<file path="src/rtl/bit_population_pkg.sv">
// ============================================================================
// bit_population_pkg : shared types and helpers for bit_population_generator
// Revision: 1.0
// ============================================================================
`default_nettype none

package bit_population_pkg;

   typedef enum logic [0:0] {
      IDLE   = 1'b0,
      STREAM = 1'b1
   } state_t;

   localparam int MAX_WIDTH = 32;

   // Helpers work on MAX_WIDTH+1 bits; callers truncate to their own WIDTH.
   function automatic logic [MAX_WIDTH:0] first_word(input int unsigned n);
      first_word = (33'd1 << n) - 33'd1;
   endfunction

   function automatic logic [MAX_WIDTH:0] last_word(input int unsigned n,
                                                    input int unsigned width);
      last_word = first_word(n) << (width - n);
   endfunction

   function automatic logic [5:0] ctz(input logic [MAX_WIDTH:0] x);
      ctz = 6'(MAX_WIDTH + 1);
      for (int i = MAX_WIDTH; i >= 0; i--) begin
         if (x[i]) ctz = 6'(i);
      end
   endfunction

endpackage

`default_nettype wire

</file>
<file path="src/rtl/bit_population_if.sv">
// ============================================================================
// bit_population_if : request and word-stream handshakes of the generator
// Revision: 1.0
// ============================================================================
`default_nettype none

interface bit_population_if #(
   parameter int WIDTH = 8,
   parameter int CNT_W = $clog2(WIDTH + 1)
);
   logic [CNT_W-1:0] cnt_i;
   logic             cnt_val_i;
   logic             cnt_rdy_o;
   logic [WIDTH-1:0] data_o;
   logic             data_val_o;
   logic             data_last_o;
   logic             data_rdy_i;
   logic             err_o;

   modport master (
      output cnt_i, cnt_val_i, data_rdy_i,
      input  cnt_rdy_o, data_o, data_val_o, data_last_o, err_o
   );

   modport slave (
      input  cnt_i, cnt_val_i, data_rdy_i,
      output cnt_rdy_o, data_o, data_val_o, data_last_o, err_o
   );
endinterface

`default_nettype wire

</file>
<file path="src/rtl/bit_population_generator_next.sv">
// ============================================================================
// bit_pattern_next : combinational Gosper step, x -> next word, same popcount
// Revision: 1.0
// ============================================================================
`default_nettype none

module bit_pattern_next
   import bit_population_pkg::*;
#(
   parameter int WIDTH = 8
) (
   input  logic [WIDTH-1:0] x_i,
   output logic [WIDTH-1:0] next_o
);
   logic [WIDTH:0] x_ext;
   logic [WIDTH:0] low_bit;
   logic [WIDTH:0] ripple;
   logic [WIDTH:0] refill;

   // One spare bit holds the carry of the ripple; ctz replaces the divide.
   always_comb begin
      x_ext   = {1'b0, x_i};
      low_bit = x_ext & (-x_ext);
      ripple  = x_ext + low_bit;
      refill  = ((ripple ^ x_ext) >> 2) >> ctz(33'(x_ext));
      next_o  = WIDTH'(ripple | refill);
   end
endmodule

`default_nettype wire

</file>
<file path="src/rtl/bit_population_generator.sv">
// ============================================================================
// bit_population_generator : streams every WIDTH-bit word of popcount N
// Revision: 1.0
// ============================================================================
`default_nettype none

module bit_population_generator
   import bit_population_pkg::*;
#(
   parameter  int WIDTH = 8,
   localparam int CNT_W = $clog2(WIDTH + 1)
) (
   input  logic            clk_i,
   input  logic            arst_n_i,
   bit_population_if.slave bus
);
   state_t           state_q, state_d;
   logic [WIDTH-1:0] data_q, data_d;
   logic             val_q, val_d;
   logic             err_q, err_d;
   logic [CNT_W-1:0] cnt_q, cnt_d;
   logic [WIDTH-1:0] next_word;
   logic             is_last;

   bit_pattern_next #(
      .WIDTH (WIDTH)
   ) u_next (
      .x_i    (data_q),
      .next_o (next_word)
   );

   assign is_last         = (data_q == WIDTH'(last_word(32'(cnt_q), WIDTH)));
   assign bus.cnt_rdy_o   = (state_q == IDLE);
   assign bus.data_o      = data_q;
   assign bus.data_val_o  = val_q;
   assign bus.data_last_o = val_q && is_last;
   assign bus.err_o       = err_q;

   always_comb begin
      state_d = state_q;
      data_d  = data_q;
      val_d   = val_q;
      err_d   = 1'b0;
      cnt_d   = cnt_q;
      unique case (state_q)
         IDLE: begin
            if (bus.cnt_val_i) begin
               if (32'(bus.cnt_i) > 32'(WIDTH)) begin
                  err_d = 1'b1;
               end else begin
                  state_d = STREAM;
                  cnt_d   = bus.cnt_i;
                  data_d  = WIDTH'(first_word(32'(bus.cnt_i)));
                  val_d   = 1'b1;
               end
            end
         end
         STREAM: begin
            // The step is never taken from the last word, so its carry is dropped.
            if (bus.data_rdy_i) begin
               if (is_last) begin
                  state_d = IDLE;
                  val_d   = 1'b0;
                  data_d  = '0;
               end else begin
                  data_d  = next_word;
               end
            end
         end
         default: state_d = IDLE;
      endcase
   end

   always_ff @(posedge clk_i or negedge arst_n_i) begin
      if (!arst_n_i) begin
         state_q <= IDLE;
         data_q  <= '0;
         val_q   <= 1'b0;
         err_q   <= 1'b0;
         cnt_q   <= '0;
      end else begin
         state_q <= state_d;
         data_q  <= data_d;
         val_q   <= val_d;
         err_q   <= err_d;
         cnt_q   <= cnt_d;
      end
   end
endmodule

`default_nettype wire

</file>
<file path="src/flat_wrapper.sv">
// flat-port wrapper written by rule: the top's interface ports become plain ports
module bit_population_generator_flat import bit_population_pkg::*;
#(
   parameter  int WIDTH = 8,
   localparam int CNT_W = $clog2(WIDTH + 1)
)
  (clk_i, arst_n_i, bus_cnt_i, bus_cnt_val_i, bus_data_rdy_i, bus_cnt_rdy_o, bus_data_o, bus_data_val_o, bus_data_last_o, bus_err_o);
  bit_population_if #(.WIDTH(WIDTH)) bus_i ();
  input  logic clk_i;
  input  logic arst_n_i;
  input wire logic [$bits(bus_i.cnt_i)-1:0] bus_cnt_i;
  input wire logic [$bits(bus_i.cnt_val_i)-1:0] bus_cnt_val_i;
  input wire logic [$bits(bus_i.data_rdy_i)-1:0] bus_data_rdy_i;
  output wire logic [$bits(bus_i.cnt_rdy_o)-1:0] bus_cnt_rdy_o;
  output wire logic [$bits(bus_i.data_o)-1:0] bus_data_o;
  output wire logic [$bits(bus_i.data_val_o)-1:0] bus_data_val_o;
  output wire logic [$bits(bus_i.data_last_o)-1:0] bus_data_last_o;
  output wire logic [$bits(bus_i.err_o)-1:0] bus_err_o;
  assign bus_i.cnt_i = bus_cnt_i;
  assign bus_i.cnt_val_i = bus_cnt_val_i;
  assign bus_i.data_rdy_i = bus_data_rdy_i;
  assign bus_cnt_rdy_o = bus_i.cnt_rdy_o;
  assign bus_data_o = bus_i.data_o;
  assign bus_data_val_o = bus_i.data_val_o;
  assign bus_data_last_o = bus_i.data_last_o;
  assign bus_err_o = bus_i.err_o;
  bit_population_generator #(.WIDTH(WIDTH)) u_core (.clk_i(clk_i), .arst_n_i(arst_n_i), .bus(bus_i));
endmodule
</file>
<file path="config.mk">
export PLATFORM = sky130hd
export DESIGN_NAME = bit_population_generator_flat
export DESIGN_NICKNAME = d
export VERILOG_FILES = /design/src/rtl/bit_population_pkg.sv /design/src/rtl/bit_population_if.sv /design/src/rtl/bit_population_generator_next.sv /design/src/rtl/bit_population_generator.sv /design/src/flat_wrapper.sv
export SDC_FILE = /design/constraint.sdc
export NUM_CORES = 1
export LEC_CHECK = 0
export ABC_AREA = 1
export BUFFER_PORTS_ARGS = -buffer_cell sky130_fd_sc_hd__buf_2
export CAP_MARGIN = 10
export CORE_MARGIN = 5
export CORE_UTILIZATION = 25
export DETAILED_ROUTE_END_ITERATION = 10
export GPL_ROUTABILITY_DRIVEN = 1
export PLACE_DENSITY = 0.49
export SLEW_MARGIN = 5
export SYNTH_ARGS = -nofsm -noshare
export SYNTH_HDL_FRONTEND = slang
export SYNTH_SLANG_ARGS = --single-unit
</file>
<file path="constraint.sdc">
create_clock -name clk_i -period 2.82 [get_ports clk_i]
set_clock_uncertainty 0.05 [all_clocks]
set_input_delay 0.141 -clock clk_i [delete_from_list [all_inputs] [get_ports clk_i]]
set_output_delay 0.141 -clock clk_i [all_outputs]
set_load 0.01 [all_outputs]
</file>
==> results_dict.tcl, run 1 <==
set metrics [dict create \
    seq_area_um2 377 \
    antenna_found_initial 0 \
    hold_viol 0 \
    synth_cell_types 33 \
    yosysSeqAreaShare_pct 19.0 \
    start_util_pct 25.6 \
    drt_iter0_markers 124 \
    vias 2333 \
    crit_arrival_ns 2.54 \
    cts_buffer_depth 2 \
    gp_congestion 0.864 \
    cts-root-buf "clkbuf_8" \
    multi_input_area_mm2 0.00151 \
    die_h_um 99.0 \
    clock.fmax_mhz 366 \
    grtUsageTotal_pct 12.2 \
    viasPerCell 4.86 \
    nets 395 \
    final_layout_size_suffix_gt1_share_pct 21.4 \
    p_leak_nw 1.20 \
    slew_violations 0 \
    fillers 864 \
    wirelength_mm 5.81 \
    fin_util_pct 31.8 \
    yosysWarnings 0 \
    path_clk_slew_ns 0.06 \
    start_kind "register" \
    crit_path_end_kind "primary output" \
    grt_max_degree 16 \
    post-route-period-util_pct 96.9 \
    synth_fp_nets 362 \
    portBuffers 19 \
    worst_pin_slew_ns 0.453 \
    gr-total-overflow 0 \
    drv_cap 0 \
    area_growth_pct 24.0 \
    critPathKind "register to primary output" \
    first_pass_iters 4 \
    layout_min_cycle_time_ns 2.73 \
    outcome "finished clean" \
    ctsHtreeMaxLevel 1 \
    worst_slack_ns 0.0862 \
    clock_sinks 15 \
    cts_tree "done" \
    worstPathRequired_ns 2.63 \
    die_area_mm2 0.00979 \
    p_total_mw 1.97 \
    syn_area_mm2 0.00198 \
    place_ws_ns 0.0665 \
    ys_seq_elements 15 \
    avgRoutedWirePerCell_um 12.1 \
    die_w_um 99.0 \
    ir_worst_vdd_mv 0.547 \
    synth_cells 346 \
    final_antenna_net_count 0 \
    drcViolationCount 0 \
    setup_violations 0 \
    ios 20 \
    grt_pass1_wl_mm 10.2 \
    hold_class "primary input to register" \
    clk_latency_ns 0.25 \
    rows 32 \
    cp_max_fo 6 \
    finalInstanceArea_mm2 0.00245 \
    syn_area_per_cell_um2 5.72 \
    cts_buffers 3 \
    dp_hpwl_mm 4.72 \
    timing.slew.headroom_pct 69.7 \
    place_area_mm2 0.00223 \
    num_antenna_cells 0 \
    p_per_area_mw_per_mm2 802 \
    core-area_mm2 0.00773 \
    rsz0062_at_grt "true" \
    grt_pass1_vias 2267 \
]
## cells in the mapped netlist, drive strengths merged
library cell | number | area (um2)
xnor2 | 1 | 8.76
buf | 5 | 33.8
o21bai | 1 | 7.51
nor2 | 39 | 181
o22ai | 1 | 6.26
clkbuf | 2 | 7.51
a21boi | 1 | 7.51
clkinv | 1 | 3.75
a21oi | 18 | 101
o211ai | 3 | 22.5
nand2 | 108 | 420
o221ai | 2 | 17.5
or4 | 1 | 7.51
o21ai | 30 | 158
inv | 45 | 169
nor3 | 4 | 20.0
dfrtp | 15 | 375
nand3b | 2 | 15.0
a211oi | 1 | 7.51
nand3 | 52 | 270
nand4 | 6 | 37.5
ha | 8 | 100
## critical path: stages (launching register included)
cell     delay, ns
dfrtp_1       0.38
inv_2         0.09
ha_4          0.16
ha_4          0.14
nand2_4       0.05
ha_2          0.28
nor2_2        0.11
nand2_1       0.09
nand2_2       0.09
nand2_1       0.05
a21oi_1       0.17
nand2_1       0.07
nand2_1       0.05
nand2_1       0.06
nor2_2        0.14
nand3_4       0.13
nor2_2        0.11
buf_2         0.12
## worst paths after layout
kind | from | end | slack (ns) | cells past startpoint
worst max-delay path | u_core.cnt_q[1] | bus_data_last_o | 0.09 | 17
worst min-delay path | bus_data_rdy_i | u_core.state_q | 0.07 | 2
worst max register to register | u_core.cnt_q[1] | u_core.bus.data_o[0] | 0.27 | 18
worst min register to register | u_core.bus.data_val_o | u_core.bus.data_val_o | 0.46 | 2
max in group asynchronous | arst_n_i | u_core.cnt_q[2] | 2.17 | 2
min in group asynchronous | arst_n_i | u_core.bus.data_val_o | 0.27 | 2
## kinds of logic (layout without fill, tap and decap cells)
family | count (synthesis) | count (layout) | share of synthesized area (%)
compound gates | 57 | 57 | 16.6
buf+inv | 53 | 85 | 10.8
fa+ha+maj | 8 | 8 | 5.06
xor+xnor | 1 | 1 | 0.443
simple gates | 212 | 212 | 48.1
flops | 15 | 15 | 19.0
## metal layers
layer / up-vias / GRT usage, % / share of wire, %
li1: 1195 / - / -
met1: 1079 / 16.7 / 49
met2: 53 / 20.4 / 47
met3: 6 / 1.13 / 3.4
met4: 0 / 3.15 / 0.71
met5: - / 0 / 0
## cells in the final DEF (no fill, tap or decap), drive strengths merged
| cell type | synthesis | routed |
|---|---|---|
| a211oi | 1 | 1 |
| a21boi | 1 | 1 |
| a21oi | 18 | 18 |
| buf | 5 | 34 |
| clkbuf | 2 | 4 |
| clkinv | 1 | 1 |
| dfrtp | 15 | 15 |
| dlygate4sd3 | 0 | 1 |
| ha | 8 | 8 |
| inv | 45 | 45 |
| nand2 | 108 | 108 |
| nand3 | 52 | 52 |
| nand3b | 2 | 2 |
| nand4 | 6 | 6 |
| nor2 | 39 | 39 |
| nor3 | 4 | 4 |
| o211ai | 3 | 3 |
| o21ai | 30 | 30 |
| o21bai | 1 | 1 |
| o221ai | 2 | 2 |
| o22ai | 1 | 1 |
| or4 | 1 | 1 |
| xnor2 | 1 | 1 |
## metrics by stage
step | hold slack (ns) | TNS, ns | instances
finish | 0.0680 | 0 | 480
global route | 0.0833 | -0.128 | 480
CTS | 0.0706 | 0 | 477
detailed placement | 0.0228 | 0 | 470
global placement | 0.0173 | 0 | 470
floorplan | -0.205 | 0 | 346
## power breakdown
part / internal (mW) / switching [mW]
clock network: 0.100 / 0.0707
logic: 0.496 / 0.902
registers: 0.281 / 0.119
total: 0.877 / 1.09
## area by class of cell
class | count | share of cell area, %
timing repair buffer | 35 | 9.03
inverter | 46 | 7.04
multi-input combinational | 278 | 61.6
clock buffer | 4 | 1.84
tap | 102 | 5.20
sequential | 15 | 15.3
## flip-flops by register name (all words and copies together), names as in the netlist
name,cells
u_core.bus.data_o,8
u_core.bus.data_val_o,1
u_core.bus.err_o,1
u_core.cnt_q,4
u_core.state_q,1
## timing repair
action	in CTS	in global routing
endpoints found under the hold margin	15	0
hold buffers	1	0
pin swaps	7	12
resized for setup	9	25
endpoints found under the setup margin	1	7
setup buffers	2	3
Power figures use the tool's default switching activity.
==> run 2, diff against run 1 <==
RECOVER_POWER = 25   (was default)
==> run 2 against run 1 <==
Compared with the run above:
- register-to-register slack about the same
- final cell count unchanged
- core utilization about the same
- sequential power about the same
- largest cell class unchanged
- design area about the same
- via count decreased by 0.30%
- critical path type unchanged
- non-clock buffer count unchanged
- sequential share of layout area about the same
==> results_dict.tcl, run 2 (synthesized netlist as in run 1, its figures left out) <==
set metrics [dict create \
    outcome "finished clean" \
    avgRoutedWirePerCell_um 12.1 \
    critPathSlowestCell "dfrtp_1" \
    die_area_mm2 0.00979 \
    clk_latency_ns 0.25 \
    cts_buffer_depth 2 \
    crit_path_end_kind "primary output" \
    post-route-period-util_pct 97.0 \
    crit_arrival_ns 2.54 \
    final_cell_mix "nand2_1, nand3_1, inv_1" \
    hold_viol 0 \
    start_util_pct 25.6 \
    grt_pass1_vias 2267 \
    grt_pass1_wl_mm 10.2 \
    vias 2326 \
    dp_cells 470 \
    r2r_end "u_core.bus.data_o[0]" \
    cp_max_fo 6 \
    r2r-start "u_core.cnt_q[1]" \
    slew_violations 0 \
    met3_length_um 236 \
    critPathKind "register to primary output" \
    r2r_setup_slack_ns 0.27 \
    antenna_found_initial 0 \
    final_layout_size_suffix_gt1_share_pct 21.2 \
    gp_congestion 0.864 \
    final_cells 480 \
    max_stage_delay_ns 0.38 \
    timing.slew.headroom_pct 46.2 \
    crit_end "bus_data_last_o" \
    cp_num_cells 17 \
    p_leak_nw 1.20 \
    worstPathRequired_ns 2.63 \
    nets 395 \
    clock_sinks 15 \
    grt_max_degree 16 \
    p_per_area_mw_per_mm2 803 \
    wirelength_mm 5.81 \
    p_total_mw 1.97 \
    cp_common_cell "nand2_1" \
    place_area_mm2 0.00223 \
    cp_cell_sequence "inv_2 -> ha_4 -> ha_4 -> nand2_4 -> ha_2 -> nor2_2 -> nand2_1 -> nand2_2 -> nand2_1 -> a21oi_1 -> nand2_1 -> nand2_1 -> nand2_1 -> nor2_2 -> nand3_4 -> nor2_2 -> buf_2" \
    cts-root-buf "clkbuf_8" \
    die_h_um 99.0 \
    wl_met2_mm 2.72 \
    core-area_mm2 0.00773 \
    rsz0062_at_grt "true" \
    worst_pin_slew_ns 0.807 \
    cp_num_buf_inv 2 \
    drcViolationCount 0 \
    path_clk_slew_ns 0.06 \
    finalSetupTns_ns 0 \
    startpoint "u_core.cnt_q[1]" \
    portBuffers 19 \
    die_w_um 99.0 \
    cts_buffers 3 \
    gr-total-overflow 0 \
    hold_class "primary input to register" \
    start_kind "register" \
    setup_violations 0 \
    cts_tree "done" \
    critical-path-top-delay-family "simple AND/OR/NAND/NOR gates" \
    drv_cap 0 \
    ctsHtreeMaxLevel 1 \
    ir_worst_vdd_mv 0.548 \
    first_pass_iters 5 \
    fin_util_pct 31.7 \
    largest_reg_flops 8 \
    highest_layer "met4" \
    mostFrequentLayoutCell "nand2_1" \
    clock.fmax_mhz 366 \
    reg2reg_depth 18 \
    drt_iter0_markers 124 \
    final_antenna_net_count 0 \
    area_growth_pct 24.0 \
    num_antenna_cells 0 \
    met1_length_mm 2.83 \
    layout_min_cycle_time_ns 2.73 \
    rows 32 \
    grtUsageTotal_pct 12.2 \
    ios 20 \
    finalInstanceArea_mm2 0.00245 \
    dp_hpwl_mm 4.72 \
    fillers 865 \
    viasPerCell 4.85 \
]
-- run 2: cell count changes in the layout (fill, tap and decap cells not counted), sizes merged --
cell | previous run | this run
clkbuf | 4 | 5
buf | 34 | 33
-- run 2: worst min path at each step --
stage,from,endpoint,slack (ns),depth (start not counted)
2_1_floorplan,arst_n_i,u_core.bus.data_o[0],-0.20,0
3_3_place_gp,arst_n_i,u_core.state_q,0.02,1
3_5_place_dp,arst_n_i,u_core.bus.data_val_o,0.02,1
4_1_cts,bus_data_rdy_i,u_core.state_q,0.07,2
5_1_grt,bus_data_rdy_i,u_core.state_q,0.08,2
6_report,bus_data_rdy_i,u_core.state_q,0.07,2
-- run 2: final cells by class --
type | instances | area [um2] | area share (%)
inverters | 46 | 173 | 7.04
well taps | 102 | 128 | 5.20
clock buffers | 4 | 45.0 | 1.84
multi-input cells | 278 | 1510 | 61.6
repair buffers | 35 | 220 | 8.98
flip-flops and latches | 15 | 377 | 15.4
-- run 2: metrics by stage --
step           setup slack (ns)  hold slack [ns]
2_1_floorplan            0.0478           -0.205
3_3_place_gp              0.105           0.0173
3_5_place_dp             0.0665           0.0228
4_1_cts                  0.0121           0.0706
5_1_grt                  -0.128           0.0833
6_report                 0.0851           0.0659
-- run 2: worst reg2reg max path, stage by stage (launching register included) --
cell	delay (ns)
dfrtp_1	0.38
inv_2	0.09
ha_4	0.16
ha_4	0.14
nand2_4	0.05
ha_2	0.28
nor2_2	0.11
nand2_1	0.09
nand2_2	0.09
nand2_1	0.05
a21oi_1	0.17
nand2_1	0.07
nand2_1	0.05
nand2_1	0.06
nor2_2	0.14
nand3_4	0.13
buf_4	0.18
nand3_1	0.08
nand3_1	0.06
-- run 2: report_power, final --
part | internal, mW | switching (mW) | leakage [nW]
clock | 0.100 | 0.0708 | 0.0228
combinational | 0.495 | 0.903 | 1.01
sequential | 0.281 | 0.118 | 0.163
-- run 2: what timing repair did --
item,CTS,global route
hold endpoints to repair,15,0
setup endpoints to repair,1,7
cloned,0,0
setup buffers,2,3
gates resized for setup,9,25
pin swaps,7,12
hold buffers,1,0
-- run 2: layer usage --
metal,up-vias,track usage (%)
met5,-,0
met4,0,3.15
met3,4,1.13
met2,59,20.4
met1,1068,16.7
li1,1195,-
